--- src/rtl/stub_router_pkg.sv ---
// Shared types and framing constants for the stub router: FSM states,
// header/trailer markers and the BX field position inside framing words.
package stub_router_pkg;

    typedef enum logic [2:0] {
        ST_IDLE  = 3'd0,
        ST_HEAD  = 3'd1,
        ST_CNTS  = 3'd2,
        ST_STUBS = 3'd3,
        ST_TRAIL = 3'd4
    } state_e;

    localparam logic [2:0] FRAME_TAG = 3'b111;
    localparam int MARK_W = 25;
    localparam logic [MARK_W-1:0] HDR_MARK = {MARK_W{1'b1}};
    localparam logic [MARK_W-1:0] TRL_MARK = {MARK_W{1'b0}};
    localparam int BX_LSB = 25;
    localparam int BX_MSB = 32;

    // The next bunch crossing wraps naturally at 8 bits
    function automatic logic [7:0] bx_incr(input logic [7:0] bx);
        return bx + 8'd1;
    endfunction

endpackage

--- src/rtl/stub_router_if.sv ---
// Stream-in / channel-strobe-out bundle of the stub router.
// The master side drives the event stream, the slave side is the router.
interface stub_router_if #(
    parameter int N_OUT  = 6,
    parameter int DATA_W = 36
) ();
    logic              start;
    logic              in_valid;
    logic [DATA_W-1:0] in_data;
    logic [N_OUT-1:0]  out_wr_en;
    logic [DATA_W-1:0] out_data;
    logic [7:0]        bx_next;
    logic              done;
    logic [2:0]        err;

    modport master (
        output start, in_valid, in_data,
        input  out_wr_en, out_data, bx_next, done, err
    );

    modport slave (
        input  start, in_valid, in_data,
        output out_wr_en, out_data, bx_next, done, err
    );
endinterface

--- src/rtl/stub_router_bounds.sv ---
// Cumulative channel boundaries: bound[i] is the sum of counts 0..i,
// captured when the count word is accepted and held for the event.
module stub_router_bounds #(
    parameter int N_OUT = 6,
    parameter int CNT_W = 6
) (
    input  logic                         clk,
    input  logic                         reset,
    input  logic                         load,
    input  logic [N_OUT*CNT_W-1:0]       count_word,
    output logic [N_OUT-1:0][CNT_W+2:0]  bound,
    output logic                         ovf
);
    localparam int BW        = CNT_W + 3;
    localparam int OVF_LIMIT = (2 ** CNT_W) * N_OUT - 1;

    logic [N_OUT-1:0][BW-1:0] sum_s;
    logic [BW-1:0]            acc_s;
    logic [N_OUT-1:0][BW-1:0] bound_r;

    // Running prefix sum, channel 0 taken from the most significant field
    always_comb begin
        acc_s = '0;
        sum_s = '0;
        for (int i = 0; i < N_OUT; i++) begin
            acc_s    = acc_s + BW'(count_word[(N_OUT-i)*CNT_W-1 -: CNT_W]);
            sum_s[i] = acc_s;
        end
    end

    assign ovf = int'(sum_s[N_OUT-1]) > OVF_LIMIT;

    // Boundary register, loaded only on the count beat
    always_ff @(posedge clk or negedge reset) begin
        if (!reset) begin
            bound_r <= '0;
        end else if (load) begin
            bound_r <= sum_s;
        end else begin
            bound_r <= bound_r;
        end
    end

    assign bound = bound_r;

endmodule

--- src/rtl/stub_router.sv ---
// Event-framed stub demultiplexer: header, packed per-channel counts,
// stub words routed to channels by cumulative count, trailer with BX.
module stub_router
    import stub_router_pkg::*;
#(
    parameter int N_OUT  = 6,
    parameter int DATA_W = 36,
    parameter int CNT_W  = 6
) (
    input  logic          clk,
    input  logic          reset,
    stub_router_if.slave  bus
);
    localparam int BW = CNT_W + 3;

    state_e                   state_r, state_s;
    logic [BW-1:0]            stub_cnt_r;
    logic [N_OUT-1:0][BW-1:0] bound_s;
    logic                     ovf_s;
    logic                     is_hdr_s, is_trl_s, any_cnt_s, last_stub_s, hit_s;
    logic                     cnt_load_s, stub_acc_s, trl_ok_s, trl_bad_s, abort_s;
    logic [N_OUT-1:0]         route_s;
    logic [N_OUT-1:0]         wr_en_r;
    logic [DATA_W-1:0]        data_r;
    logic [7:0]               bx_r;
    logic                     done_r;
    logic [2:0]               err_r;

    assign is_hdr_s  = (bus.in_data[DATA_W-1 -: 3] == FRAME_TAG) && (bus.in_data[MARK_W-1:0] == HDR_MARK);
    assign is_trl_s  = (bus.in_data[DATA_W-1 -: 3] == FRAME_TAG) && (bus.in_data[MARK_W-1:0] == TRL_MARK);
    assign any_cnt_s = |bus.in_data[DATA_W-1 -: N_OUT*CNT_W];
    assign last_stub_s = (stub_cnt_r == (bound_s[N_OUT-1] - BW'(1'b1)));

    stub_router_bounds #(.N_OUT(N_OUT), .CNT_W(CNT_W)) u_bounds (
        .clk        (clk),
        .reset      (reset),
        .load       (cnt_load_s),
        .count_word (bus.in_data[DATA_W-1 -: N_OUT*CNT_W]),
        .bound      (bound_s),
        .ovf        (ovf_s)
    );

    // Lowest channel whose boundary lies above the stub index; empty channels never match
    always_comb begin
        route_s = '0;
        hit_s   = 1'b0;
        for (int i = 0; i < N_OUT; i++) begin
            if (!hit_s && (stub_cnt_r < bound_s[i])) begin
                route_s[i] = 1'b1;
                hit_s      = 1'b1;
            end else begin
                route_s[i] = 1'b0;
            end
        end
    end

    // State register
    always_ff @(posedge clk or negedge reset) begin
        if (!reset) begin
            state_r <= ST_IDLE;
        end else begin
            state_r <= state_s;
        end
    end

    // Next state and per-beat actions; a start past HEAD aborts the event
    always_comb begin
        state_s    = state_r;
        cnt_load_s = 1'b0;
        stub_acc_s = 1'b0;
        trl_ok_s   = 1'b0;
        trl_bad_s  = 1'b0;
        abort_s    = 1'b0;
        case (state_r)
            ST_IDLE: begin
                if (bus.start) state_s = ST_HEAD;
                else           state_s = ST_IDLE;
            end
            ST_HEAD: begin
                if (bus.in_valid && is_hdr_s) state_s = ST_CNTS;
                else                          state_s = ST_HEAD;
            end
            ST_CNTS: begin
                if (bus.start) begin
                    abort_s = 1'b1;
                    state_s = ST_HEAD;
                end else if (bus.in_valid) begin
                    cnt_load_s = 1'b1;
                    state_s    = any_cnt_s ? ST_STUBS : ST_TRAIL;
                end else begin
                    state_s = ST_CNTS;
                end
            end
            ST_STUBS: begin
                if (bus.start) begin
                    abort_s = 1'b1;
                    state_s = ST_HEAD;
                end else if (bus.in_valid) begin
                    stub_acc_s = 1'b1;
                    state_s    = last_stub_s ? ST_TRAIL : ST_STUBS;
                end else begin
                    state_s = ST_STUBS;
                end
            end
            ST_TRAIL: begin
                if (bus.start) begin
                    abort_s = 1'b1;
                    state_s = ST_HEAD;
                end else if (bus.in_valid && is_trl_s) begin
                    trl_ok_s = 1'b1;
                    state_s  = ST_HEAD;
                end else if (bus.in_valid) begin
                    trl_bad_s = 1'b1;
                    state_s   = ST_TRAIL;
                end else begin
                    state_s = ST_TRAIL;
                end
            end
            default: begin
                state_s = ST_IDLE;
            end
        endcase
    end

    // Registered outputs, saturating stub counter and per-event error flags
    always_ff @(posedge clk or negedge reset) begin
        if (!reset) begin
            stub_cnt_r <= '0;
            wr_en_r    <= '0;
            data_r     <= '0;
            bx_r       <= 8'd0;
            done_r     <= 1'b0;
            err_r      <= 3'b000;
        end else begin
            wr_en_r <= stub_acc_s ? route_s : '0;
            data_r  <= stub_acc_s ? bus.in_data : data_r;
            if (abort_s || cnt_load_s || (stub_acc_s && last_stub_s)) begin
                stub_cnt_r <= '0;
            end else if (stub_acc_s && (stub_cnt_r != {BW{1'b1}})) begin
                stub_cnt_r <= stub_cnt_r + BW'(1'b1);
            end else begin
                stub_cnt_r <= stub_cnt_r;
            end
            bx_r   <= trl_ok_s ? bx_incr(bus.in_data[BX_MSB:BX_LSB]) : bx_r;
            done_r <= trl_ok_s;
            if (bus.start) begin
                err_r <= {abort_s, 1'b0, 1'b0};
            end else if (done_r) begin
                err_r <= 3'b000;
            end else begin
                err_r <= err_r | {1'b0, trl_bad_s, cnt_load_s & ovf_s};
            end
        end
    end

    assign bus.out_wr_en = wr_en_r;
    assign bus.out_data  = data_r;
    assign bus.bx_next   = bx_r;
    assign bus.done      = done_r;
    assign bus.err       = err_r;

endmodule

--- src/flat_wrapper.sv ---
// flat-port wrapper written by rule: the top's interface ports become plain ports
module stub_router_flat import stub_router_pkg::*;
#(
    parameter int N_OUT  = 6,
    parameter int DATA_W = 36,
    parameter int CNT_W  = 6
)
  (clk, reset, bus_start, bus_in_valid, bus_in_data, bus_out_wr_en, bus_out_data, bus_bx_next, bus_done, bus_err);
  stub_router_if #(.N_OUT(N_OUT), .DATA_W(DATA_W)) bus_i ();
  input  logic clk;
  input  logic reset;
  input wire logic [$bits(bus_i.start)-1:0] bus_start;
  input wire logic [$bits(bus_i.in_valid)-1:0] bus_in_valid;
  input wire logic [$bits(bus_i.in_data)-1:0] bus_in_data;
  output wire logic [$bits(bus_i.out_wr_en)-1:0] bus_out_wr_en;
  output wire logic [$bits(bus_i.out_data)-1:0] bus_out_data;
  output wire logic [$bits(bus_i.bx_next)-1:0] bus_bx_next;
  output wire logic [$bits(bus_i.done)-1:0] bus_done;
  output wire logic [$bits(bus_i.err)-1:0] bus_err;
  assign bus_i.start = bus_start;
  assign bus_i.in_valid = bus_in_valid;
  assign bus_i.in_data = bus_in_data;
  assign bus_out_wr_en = bus_i.out_wr_en;
  assign bus_out_data = bus_i.out_data;
  assign bus_bx_next = bus_i.bx_next;
  assign bus_done = bus_i.done;
  assign bus_err = bus_i.err;
  stub_router #(.N_OUT(N_OUT), .DATA_W(DATA_W), .CNT_W(CNT_W)) u_core (.clk(clk), .reset(reset), .bus(bus_i));
endmodule
--- config.mk ---
export PLATFORM = sky130hd
export DESIGN_NAME = stub_router_flat
export DESIGN_NICKNAME = d
export VERILOG_FILES = /design/src/rtl/stub_router_pkg.sv /design/src/rtl/stub_router_if.sv /design/src/rtl/stub_router_bounds.sv /design/src/rtl/stub_router.sv /design/src/flat_wrapper.sv
export SDC_FILE = /design/constraint.sdc
export NUM_CORES = 1
export LEC_CHECK = 0
export BUFFER_PORTS_ARGS = -buffer_cell sky130_fd_sc_hd__buf_2
export CORE_ASPECT_RATIO = 0.8
export CORE_MARGIN = 3
export CORE_UTILIZATION = 40
export CTS_CLUSTER_DIAMETER = 150
export DETAILED_ROUTE_END_ITERATION = 6
export GPL_TIMING_DRIVEN = 0
export HOLD_SLACK_MARGIN = 0.1
export PLACE_DENSITY = 0.58
export SLEW_MARGIN = 20
export SYNTH_ARGS = -nofsm -noshare
export SYNTH_HDL_FRONTEND = slang
export SYNTH_SLANG_ARGS = --single-unit
--- constraint.sdc ---
create_clock -name clk -period 4.85 [get_ports clk]
set_clock_uncertainty 0.05 [all_clocks]
set_input_delay 0.485 -clock clk [delete_from_list [all_inputs] [get_ports clk]]
set_output_delay 0.485 -clock clk [all_outputs]
set_load 0.1 [all_outputs]
==> summary.md, run 1 <==
| Metric | Value |
|---|---|
| Status | finished, final reports clean |
| # rows | 43 |
| FF+latch count, synth | approximately 110 |
| Final Hold Violating Endpoints | 0 |
| CP max-delay cell | fa_2 |
| Syn_nets | around 900 |
| Library cells used by synthesis | between 60 and 70 |
| Worst skew pair latency | 0.43 ns |
| Max Freq | ~210 MHz |
| Commonest non-fill, non-tap cell in the layout | dfrtp_1 |
| Int Power | between 2 and 3 mW |
| Mean Syn Cell Area | about 9.6 um^2 |
| Placed Instance Area | 8110 um^2 |
| First-pass GRT wire length | 33000 um |
| Post-Layout Cell Count | between 1k and 1.5k |
| Io pins | 94 |
| Lkg Pwr | 4.63 nW |
| # port buffers | 93 |
| Dpl cells | roughly 1.1k |
| Synth warn | 0 |
| Drt first pass iters | 5 |
| CTS tree | done |
| Yosys top cell by area | dfrtp_1 |
| Largest net degree at the start of global routing | 60 |
| Wirelength, routed | approximately 21000 um |
| Share of cells above drive strength 1 | 0.257 |
| Final core occ | 0.517 |
| Slew at the pin with the worst max-slew slack | roughly 0.76 ns |
| Power density over cell area | around 470 nW/um^2 |
| Main synth FF type | dfrtp_1 |
| Largest stage delay, worst path | 0.58 ns |
| Sequential power share | 0.228 |
| Clock buffer depth | 2 |
| Maximum vdd drop | just over 0.3 mV |
| Worst EP required | a little over 5 ns |
| Antenna cells | 0 |
| GRT Residual Overflow | 0 |
| Initial antenna violation count | 0 |
| Post-synth EDFFs | 0 |
| CP arrival | about 5 ns |
| Via Count | around 5.9k |
| Sink Count | 114 |
| Logic gate share of total power | 0.466 |
| Min Hold Slack | 0.303 ns |
| Die X | about 160 um |
| Final Max Tran Viols | 0 |
| Die height | about 130 um |
| Final period utilization | 0.973 |
| Met1 Use GR | 0.333 |
| Worst Setup Start Kind | input port |
| Vias per inst | ~5.3 |
| Cells taking the most area after synthesis | dfrtp_1 (39%), ha_1 (13%), mux2_2 (5.4%) |
| GRT Util Overall | 0.215 |
| Core area | 17600 um^2 |
| Die area | 20000 um^2 |
| CTS Root Cell | clkbuf_16 |
| Clock-pin slew on the worst setup and hold paths | about 0.060 ns |
| Buf/Inv on CP | 1 |
| R2R setup slack | ~1.8 ns |
| Placer Congestion | about 0.86 |
| Setup CP Type | in2reg |
| Post-Syn Instances | around 760 |
| Post-DP HPWL | 15300 um |
| Setup violations, final | 0 |
| Wire per inst | 18.3 um |
| # nets final | slightly above 1k |
| Sequential fraction of the synthesis area | 0.390 |
| Residual DRC | 0 |
| CTS Buf Count | 17 |
| Detail Route Antenna Nets | 0 |
| Post-Layout Inst Area | 9120 um^2 |
| Post-Syn Area | ~7300 um^2 |
| Post-synth ARST share | 1.00 |
| Worst setup EP type | flip-flop |
| Sw Share | 0.369 |
| Met3 Use GR | 0.0559 |
| Share of the synthesized area in the top cell type | 0.390 |
| Drt initial violations | between 300 and 400 |
| Met2 Usage GRT | 0.297 |
| Crit path top cell by count | nor2_2 |
| Crit path cell chain | buf_2, ha_4, fa_2, ha_1, a21o_1, a211oi_4, nor2_4, ha_4, o21ai_1, nor2_2, o21a_1, nor2_2, xnor2_2, ha_1, nor2_1, nor2_2, o41ai_4, or2b_1, a21o_1, and3_4, or2_4, nand3b_1, a31oi_1 |
| Max FO, Critical Path | 4 |
| Final Power | 4.29 mW |
| Net Switching | 1.58 mW |
| Initial Util | 0.415 |
| Final min period | 4.72 ns |
| Relative slew slack | 0.487 |
| Clock power frac | 0.305 |
| Area Growth Syn to Fin | 24.6% |
| Max cap viols | 0 |
| Vias in the first global route | between 5k and 6k |
| H-tree depth | 4 |
| Most frequent cells in the layout | dfrtp_1 (114), buf_2 (91), nand2_1 (83) |
| Hold Path Class | in2reg |
| Crit path max-delay family | adder cells |
| Busiest grt layer | met1 |
power by group through the flow:
stage / clock network (mW) / registers (mW) / logic, mW
floorplan: 0 / 1.12 / 1.11
global placement: 0 / 0.995 / 1.57
detailed placement: 0 / 0.996 / 1.58
CTS: 1.33 / 0.980 / 1.73
global route: 1.38 / 0.982 / 2.18
finish: 1.31 / 0.980 / 2.00
worst reg2reg max path, stage by stage, from the launching register on:
cell      delay (ns)
dfrtp_1         0.39
inv_1           0.12
ha_1            0.19
nand2b_1        0.16
nor4_1          0.26
xnor2_1         0.11
nor4_1          0.25
nand3_1         0.14
nor3_2          0.42
nor2_1          0.15
o31ai_4         0.54
a21oi_1         0.11
final cells by class:
type	instances	area [um^2]
plain buffers	19	82.6
clock buffers	20	447
clock inverters	10	160
fillers	1640	8530
inverters	68	255
multi-input cells	561	4450
flip-flops and latches	114	2850
well taps	225	282
repair buffers	104	594
final timing paths:
path,start,to,depth (start not counted)
min in group asynchronous,reset,u_core.bus.out_wr_en[3],2
min,bus_in_data[25],u_core.bus.bx_next[0],2
max,bus_in_data[24],u_core.bus.err[0],23
max reg2reg,u_core.u_bounds.bound[46],u_core.stub_cnt_r[8],11
min reg2reg,u_core.u_bounds.bound[36],u_core.u_bounds.bound[36],2
max in group asynchronous,reset,u_core.bus.bx_next[7],3
metal layers:
layer | routed length [um] | part of all wire | vias to the layer above
met4 | 240 | 0.012 | 0
met3 | 1110 | 0.054 | 15
met2 | 8570 | 0.42 | 146
li1 | - | - | 2902
met5 | 0 | 0 | -
met1 | 10600 | 0.52 | 2826
sequential cells by signal, indices dropped and copies added, names as in the netlist:
signal	cells
u_core.u_bounds.bound	48
u_core.bus.bx_next	8
u_core.stub_cnt_r	9
u_core.bus.done	1
u_core.state_r	3
u_core.bus.out_wr_en	6
u_core.bus.err	3
u_core.bus.out_data	36
what timing repair did:
action / CTS / global route
pin swaps: 5 / 18
hold endpoints to repair: 55 / 0
gates resized for setup: 20 / 37
hold buffers: 1 / 0
endpoints found under the setup margin: 6 / 7
buffers inserted: 3 / 6
per-stage QoR:
step | TNS, ns | setup WS (ns)
floorplan | 0 | 0.0328
global placement | -4.79 | -0.836
detailed placement | -4.71 | -0.825
CTS | 0 | 0.00611
global route | -0.0386 | -0.0386
finish | 0 | 0.131
logic make-up after synthesis:
| logic type | count (synthesis) | synth area share |
|---|---|---|
| buffers and inverters | 87 | 0.0461 |
| adders and majority gates | 83 | 0.147 |
| muxes | 37 | 0.0566 |
| xor gates and xnor gates | 50 | 0.0659 |
| AOI/OAI and AO/OA | 170 | 0.148 |
| DFF | 114 | 0.390 |
| and+or+nand+nor | 221 | 0.147 |
cells in the mapped netlist, types with 2 or more instances:
| cell type | instances |
|---|---|
| and3_1 | 3 |
| ha_1 | 78 |
| xnor2_4 | 2 |
| nor4_1 | 14 |
| a21oi_1 | 32 |
| mux2i_1 | 2 |
| a21o_1 | 24 |
| nor3_1 | 14 |
| o21bai_1 | 2 |
| nor2b_1 | 7 |
| mux2_2 | 35 |
| fa_1 | 5 |
| clkbuf_1 | 17 |
| or2_2 | 2 |
| o21ai_0 | 66 |
| a31oi_1 | 3 |
| nand4_1 | 12 |
| nand2_1 | 83 |
| o21a_1 | 9 |
| xor2_1 | 17 |
| a211oi_1 | 6 |
| nand3b_1 | 2 |
| o22a_1 | 2 |
| a21oi_2 | 2 |
| nor2_1 | 47 |
| a21o_2 | 3 |
| nand3_1 | 10 |
| dfrtp_1 | 114 |
| xnor2_1 | 30 |
| and2_1 | 5 |
| o21ai_1 | 4 |
| nand2b_1 | 9 |
| nor3b_1 | 2 |
| inv_1 | 68 |
Note: power is estimated with default switching activity, not from simulation.
==> run 2: changes to the inputs <==
--- a/config.mk
+++ b/config.mk
@@ -8,12 +8,13 @@
 export BUFFER_PORTS_ARGS = -buffer_cell sky130_fd_sc_hd__buf_2
 export CORE_ASPECT_RATIO = 0.8
 export CORE_MARGIN = 3
-export CORE_UTILIZATION = 40
-export CTS_CLUSTER_DIAMETER = 150
+export CORE_UTILIZATION = 35
+export CTS_BUF_LIST = sky130_fd_sc_hd__clkbuf_8
+export CTS_CLUSTER_DIAMETER = 100
 export DETAILED_ROUTE_END_ITERATION = 6
 export GPL_TIMING_DRIVEN = 0
 export HOLD_SLACK_MARGIN = 0.1
-export PLACE_DENSITY = 0.58
+export PLACE_DENSITY = 0.52
 export SLEW_MARGIN = 20
 export SYNTH_ARGS = -nofsm -noshare
 export SYNTH_HDL_FRONTEND = slang
==> summary.md, run 2 (synthesized netlist as in run 1, its figures left out) <==
| Metric | Value |
|---|---|
| Logic gate share of total power | 0.515 (was 0.466) |
| Final Hold Violating Endpoints | 0 (unchanged) |
| Die height | 135 um (was 127 um) |
| Die X | 168 um (was 157 um) |
| # nets final | 1008 (unchanged) |
| Max Freq | 209 MHz (was 212 MHz) |
| Sequential power share | 0.248 (was 0.228) |
| Initial Util | 0.363 (was 0.415) |
| Drt initial violations | 371 (was 395) |
| Setup violations, final | 0 (unchanged) |
| Worst setup EP type | flip-flop (unchanged) |
| Via Count | 5863 (was 5889) |
| Worst Setup Start Kind | input port (unchanged) |
| Hold Path Class | in2reg (unchanged) |
| Placer Congestion | 0.810 (was 0.857) |
| Vias in the first global route | 5764 (was 5844) |
| Post-Layout Cell Count | 1162 (was 1121) |
| Worst EP required | 5.17 ns (was 5.14 ns) |
| Core area | 20200 um^2 (was 17600 um^2) |
| Power density over cell area | 435 nW/um^2 (was 470 nW/um^2) |
| Wire per inst | 17.7 um (was 18.3 um) |
| Commonest non-fill, non-tap cell in the layout | dfrtp_1 (unchanged) |
| Largest register FFs | 48 (unchanged) |
| Share of cells above drive strength 1 | 0.267 (was 0.257) |
| GRT Util Overall | 0.188 (was 0.215) |
| Clock power frac | 0.237 (was 0.305) |
| Max FO, Critical Path | 7 (was 4) |
| Worst skew pair latency | 0.46 ns (was 0.43 ns) |
| Detail Route Antenna Nets | 0 (unchanged) |
| Setup TNS | 0 ns (unchanged) |
| Relative slew slack | 0.498 (was 0.487) |
| Die area | 22700 um^2 (was 20000 um^2) |
| Crit path cell chain | buf_6, ha_4, fa_2, ha_4, a21o_1, a211oi_2, nor2_4, ha_4, o21ai_0, nor2_1, buf_4, o21a_1, nor2_4, xnor2_4, ha_4, nor2_4, nor2_4, o41ai_4, or2b_1, a21o_1, and3_4, or2_4, nand3b_1, a31oi_1 (was buf_2, ha_4, fa_2, ha_1, a21o_1, a211oi_4, nor2_4, ha_4, o21ai_1, nor2_2, o21a_1, nor2_2, xnor2_2, ha_1, nor2_1, nor2_2, o41ai_4, or2b_1, a21o_1, and3_4, or2_4, nand3b_1, a31oi_1) |
| Final min period | 4.78 ns (was 4.72 ns) |
| Max cap viols | 0 (unchanged) |
| Largest net degree at the start of global routing | 62 (was 60) |
| Final Power | 3.94 mW (was 4.29 mW) |
| Clock buffer depth | 2 (unchanged) |
| Io pins | 94 (unchanged) |
| Int Power | 2.35 mW (was 2.71 mW) |
| Min Hold Slack | 0.237 ns (was 0.303 ns) |
| Clock-pin slew on the worst setup and hold paths | 0.08 ns (was 0.06 ns) |
| Place WS | -0.974 ns (was -0.825 ns) |
| Net Switching | 1.59 mW (was 1.58 mW) |
| Drt first pass iters | 5 (unchanged) |
| Final period utilization | 0.985 (was 0.973) |
| Initial antenna violation count | 0 (unchanged) |
| Most frequent cells in the layout | dfrtp_1 (114), buf_2 (89), nand2_1 (81) (was dfrtp_1 (114), buf_2 (91), nand2_1 (83)) |
| Area Growth Syn to Fin | 23.4% (was 24.6%) |
| CP max-delay cell | fa_2 (unchanged) |
| CTS Buf Count | 17 (unchanged) |
| CTS Root Cell | clkbuf_8 (was clkbuf_16) |
| Status | finished, final reports clean (unchanged) |
| Dpl cells | 1120 (was 1081) |
| Residual DRC | 0 (unchanged) |
| Final Worst Setup Slack | 0.0705 ns (was 0.131 ns) |
| Post-DP HPWL | 15200 um (was 15300 um) |
| Maximum vdd drop | 0.308 mV (was 0.305 mV) |
| Sw Share | 0.404 (was 0.369) |
| Antenna cells | 0 (unchanged) |
| First-pass GRT wire length | 32900 um (was 33000 um) |
| # port buffers | 93 (unchanged) |
| Setup CP Type | in2reg (unchanged) |
| Vias per inst | 5.05 (was 5.25) |
| Sink Count | 114 (unchanged) |
| GRT Residual Overflow | 0 (unchanged) |
| CTS tree | done (unchanged) |
| CP arrival | 5.10 ns (was 5.01 ns) |
| H-tree depth | 4 (unchanged) |
| Slew at the pin with the worst max-slew slack | 0.747 ns (was 0.764 ns) |
| Largest stage delay, worst path | 0.63 ns (was 0.58 ns) |
| Wirelength, routed | 20600 um (about the same) |
| Lkg Pwr | 4.53 nW (was 4.63 nW) |
| Final Max Tran Viols | 0 (unchanged) |
| # rows | 46 (was 43) |
## run 2: cell count changes in the layout (fill, tap and decap cells not counted), moves of 3 or more
cell       previous run  this run
clkbuf_16            17         0
clkbuf_8              2        19
ha_1                 70        65
ha_4                  7        10
inv_6                 0         5
nor2_2                5         2
nor2_4                1         4
xnor2_2               7         4
## run 2: worst max-delay path, delay by kind of cell
family,cells,cell delay (ns)
adders and majority gates,5,1.56
xor gates and xnor gates,1,0.24
buffers and inverters,2,0.27
AOI/OAI and AO/OA,7,1.14
and+or+nand+nor,9,1.38
## run 2: path summary, 6_finish.rpt
path,slack (ns),cells after the start,start,endpoint
min reg2reg,0.43,2,u_core.bus.out_data[13],u_core.bus.out_data[13]
max reg2reg,1.88,9,u_core.stub_cnt_r[0],u_core.stub_cnt_r[4]
min,0.24,3,bus_in_data[30],u_core.u_bounds.bound[0]
max,0.07,24,bus_in_data[30],u_core.bus.err[0]
max in group asynchronous,3.54,3,reset,u_core.stub_cnt_r[2]
min in group asynchronous,0.50,2,reset,u_core.bus.out_data[4]
## run 2: metrics by stage
step | cell area, um^2 | util
after global routing | 9040 | 0.447
after global placement | 8120 | 0.402
after CTS | 8720 | 0.432
final | 9040 | 0.447
after floorplan | 7330 | -
after detailed placement | 8160 | 0.404
## run 2: per-layer routing
metal | vias to the layer above | global-route usage | share of wire
met4 | 0 | 0.0491 | 0.016
met2 | 134 | 0.267 | 0.41
met3 | 21 | 0.0353 | 0.045
met1 | 2809 | 0.291 | 0.53
met5 | - | 0 | 0
li1 | 2899 | - | -
## run 2: layout make-up
cell class | instances | area (um^2)
plain buffers | 19 | 82.6
clock buffers | 18 | 248
clock inverters | 14 | 153
fillers | 1978 | 11200
inverters | 68 | 255
multi-input cells | 561 | 4520
flip-flops and latches | 114 | 2850
well taps | 264 | 330
repair buffers | 104 | 594
## run 2: power by group through the flow
stage | clock network (mW) | registers, mW | logic (mW)
finish | 0.932 | 0.977 | 2.03
global route | 0.992 | 0.980 | 2.19
CTS | 0.952 | 0.977 | 1.76
detailed placement | 0 | 0.996 | 1.54
global placement | 0 | 0.995 | 1.55
floorplan | 0 | 1.12 | 1.11
## run 2: timing repair
item	CTS	global route
hold buffers	1	0
setup buffers	2	7
endpoints found under the setup margin	5	5
endpoints found under the hold margin	53	0
pin swaps	6	30
gates resized for setup	25	46
==> run 3: changes to the inputs <==
--- a/config.mk
+++ b/config.mk
@@ -15,6 +15,7 @@
 export GPL_TIMING_DRIVEN = 0
 export HOLD_SLACK_MARGIN = 0.1
 export PLACE_DENSITY = 0.52
+export REMOVE_ABC_BUFFERS = 1
 export SLEW_MARGIN = 20
 export SYNTH_ARGS = -nofsm -noshare
 export SYNTH_HDL_FRONTEND = slang
==> constraint.sdc (replaced) <==
create_clock -name clk -period 5.8 [get_ports clk]
set_clock_uncertainty 0.05 [all_clocks]
set_input_delay 0.58 -clock clk [delete_from_list [all_inputs] [get_ports clk]]
set_output_delay 0.58 -clock clk [all_outputs]
set_load 0.1 [all_outputs]
==> summary.md, run 3 (synthesized netlist as in run 1, its figures left out) <==
| Metric | Value |
|---|---|
| Status | finished, final reports clean (unchanged) |
| # nets final | 983 (was 1008) |
| # port buffers | 93 (unchanged) |
| Drt first pass iters | 5 (unchanged) |
| Detail Route Antenna Nets | 0 (unchanged) |
| Hold Path Depth | 3 (unchanged) |
| Vias per inst | 4.96 (was 5.05) |
| Clock-pin slew on the worst setup and hold paths | 0.08 ns (about the same) |
| Setup violations, final | 0 (unchanged) |
| Hold Path Class | in2reg (unchanged) |
| CTS tree | done (unchanged) |
| First-pass GRT wire length | 30700 um (was 32900 um) |
| Core area | 20200 um^2 (unchanged) |
| Setup CP Type | in2reg (unchanged) |
| Worst EP required | 6.08 ns (was 5.17 ns) |
| Wirelength, routed | 19000 um (was 20600 um) |
| GRT Residual Overflow | 0 (unchanged) |
| Slew at the pin with the worst max-slew slack | 0.832 ns (was 0.747 ns) |
| Io pins | 94 (unchanged) |
| Met3 Use GR | 0.0350 (was 0.0353) |
| Post-Layout Inst Area | 8560 um^2 (was 9040 um^2) |
| Max cap viols | 0 (unchanged) |
| Post-DP HPWL | 13800 um (was 15200 um) |
| RSZ-0062 raised after global routing | no |
| Max FO, Critical Path | 5 (was 7) |
| Placer Congestion | 0.777 (was 0.810) |
| Post-CTS setup buffers | 0 (was 2) |
| Area Growth Syn to Fin | 16.8% (was 23.4%) |
| Max Freq | 188 MHz |
| Met1 Use GR | 0.271 (was 0.291) |
| Sink Count | 114 (unchanged) |
| Final Power | 2.89 mW (was 3.94 mW) |
| Initial Util | 0.363 (unchanged) |
| Final Hold Violating Endpoints | 0 (unchanged) |
| Worst skew pair latency | 0.45 ns (was 0.46 ns) |
| Relative slew slack | 0.445 (was 0.498) |
| Antenna cells | 0 (unchanged) |
| CTS Root Cell | clkbuf_8 (unchanged) |
| Final Max Tran Viols | 0 (unchanged) |
| Final min period | 5.32 ns |
| H-tree depth | 4 (unchanged) |
| Die area | 22700 um^2 (unchanged) |
| Worst reg2reg path depth | 9 (unchanged) |
| Clock buffer depth | 2 (unchanged) |
| Busiest grt layer | met1 (unchanged) |
| Lkg Pwr | 4.41 nW (was 4.53 nW) |
| # rows | 46 (unchanged) |
| Die height | 135 um (unchanged) |
| Vias in the first global route | 5441 (was 5764) |
| Maximum vdd drop | 0.212 mV (was 0.308 mV) |
| Largest net degree at the start of global routing | 71 (was 62) |
| CTS Buf Count | 17 (unchanged) |
| Initial antenna violation count | 0 (unchanged) |
| GRT Util Overall | 0.173 (was 0.188) |
| Placed Instance Area | 8140 um^2 (was 8160 um^2) |
| Largest register FFs | 48 (unchanged) |
| Wire per inst | 16.7 um (was 17.7 um) |
| Share of cells above drive strength 1 | 0.218 (was 0.267) |
| Final period utilization | 0.917 |
| Most frequent cells in the layout | dfrtp_1 (114), buf_2 (92), nand2_1 (81) (was dfrtp_1 (114), buf_2 (89), nand2_1 (81)) |
| Drt initial violations | 372 (was 371) |
| Via Count | 5641 (was 5863) |
| CP arrival | 5.60 ns (was 5.10 ns) |
| Worst Setup Start Kind | input port (unchanged) |
| Commonest non-fill, non-tap cell in the layout | dfrtp_1 (unchanged) |
| Die X | 168 um (unchanged) |
| Power density over cell area | 337 nW/um^2 (was 435 nW/um^2) |
| Met2 Usage GRT | 0.245 (was 0.267) |
| Worst setup EP type | flip-flop (unchanged) |
| Residual DRC | 0 (unchanged) |
==> run 3: cell count changes in the layout (fill, tap and decap cells not counted), moves of 6 or more <==
cell | before | now
buf_4 | 11 | 1
ha_4 | 10 | 0
ha_1 | 65 | 78
nor2_1 | 41 | 47
clkbuf_1 | 17 | 0
a21oi_1 | 25 | 31
==> run 3: power by group <==
part | switching (mW) | internal (mW) | leakage, nW | total (mW)
combinational | 0.760 | 0.528 | 2.80 | 1.29
sequential | 0.0109 | 0.810 | 1.42 | 0.820
clock | 0.364 | 0.416 | 0.191 | 0.779
==> run 3: repair_timing <==
item | CTS | global route
hold buffers | 1 | 0
endpoints found under the setup margin | 0 | 1
hold endpoints to repair | 44 | 0
gates resized for setup | 0 | 1
==> run 3: per-stage QoR <==
| stage | util | hold WS (ns) | setup TNS [ns] | setup slack, ns | std cells |
|---|---|---|---|---|---|
| after floorplan | - | 0.234 | 0 | 0.824 | 743 |
| after global placement | 0.398 | 0.406 | -0.0137 | -0.0137 | 1100 |
| after detailed placement | 0.403 | 0.416 | -0.0360 | -0.0360 | 1104 |
| after CTS | 0.423 | 0.346 | 0 | 0.440 | 1137 |
| after global routing | 0.424 | 0.360 | 0 | 0.0809 | 1137 |
| final | 0.424 | 0.370 | 0 | 0.481 | 1137 |
==> run 3: layout make-up <==
cell class,instances,area (um^2)
clock inverters,12,131
fillers,2005,11600
flip-flops and latches,114,2850
inverters,68,255
well taps,264,330
repair buffers,98,564
clock buffers,20,275
multi-input cells,561,4150
==> run 3: routing by layer <==
layer  vias up  share of wire
met5         -              0
li1       2851              -
met1      2685           0.56
met4         0         0.0083
met3        13          0.035
met2        92           0.40
==> run 3: worst paths after layout <==
kind	startpoint	to	slack [ns]
worst max-delay path	bus_in_data[24]	u_core.bus.err[0]	0.48
worst min-delay path	bus_in_data[33]	u_core.u_bounds.bound[3]	0.37
worst max register to register	u_core.stub_cnt_r[1]	u_core.bus.out_wr_en[4]	2.90
worst min register to register	u_core.bus.out_data[13]	u_core.bus.out_data[13]	0.43
max in group asynchronous	reset	u_core.bus.out_wr_en[1]	4.41
min in group asynchronous	reset	u_core.bus.out_data[19]	0.56
==> run 3: critical path, cell delays in order <==
cell     delay (ns)
buf_2          0.16
ha_1           0.24
fa_1           0.43
xor2_1         0.27
ha_1           0.35
and2_1         0.16
a22o_1         0.25
nor2_1         0.21
ha_1           0.31
o21ai_0        0.09
nor2_1         0.10
o21a_1         0.19
nor2_1         0.12
xnor2_1        0.12
ha_1           0.26
o41ai_1        0.53
or2b_1         0.28
a21o_1         0.18
a21oi_1        0.26
or2_4          0.21
mux2i_1        0.19
a31oi_1        0.09
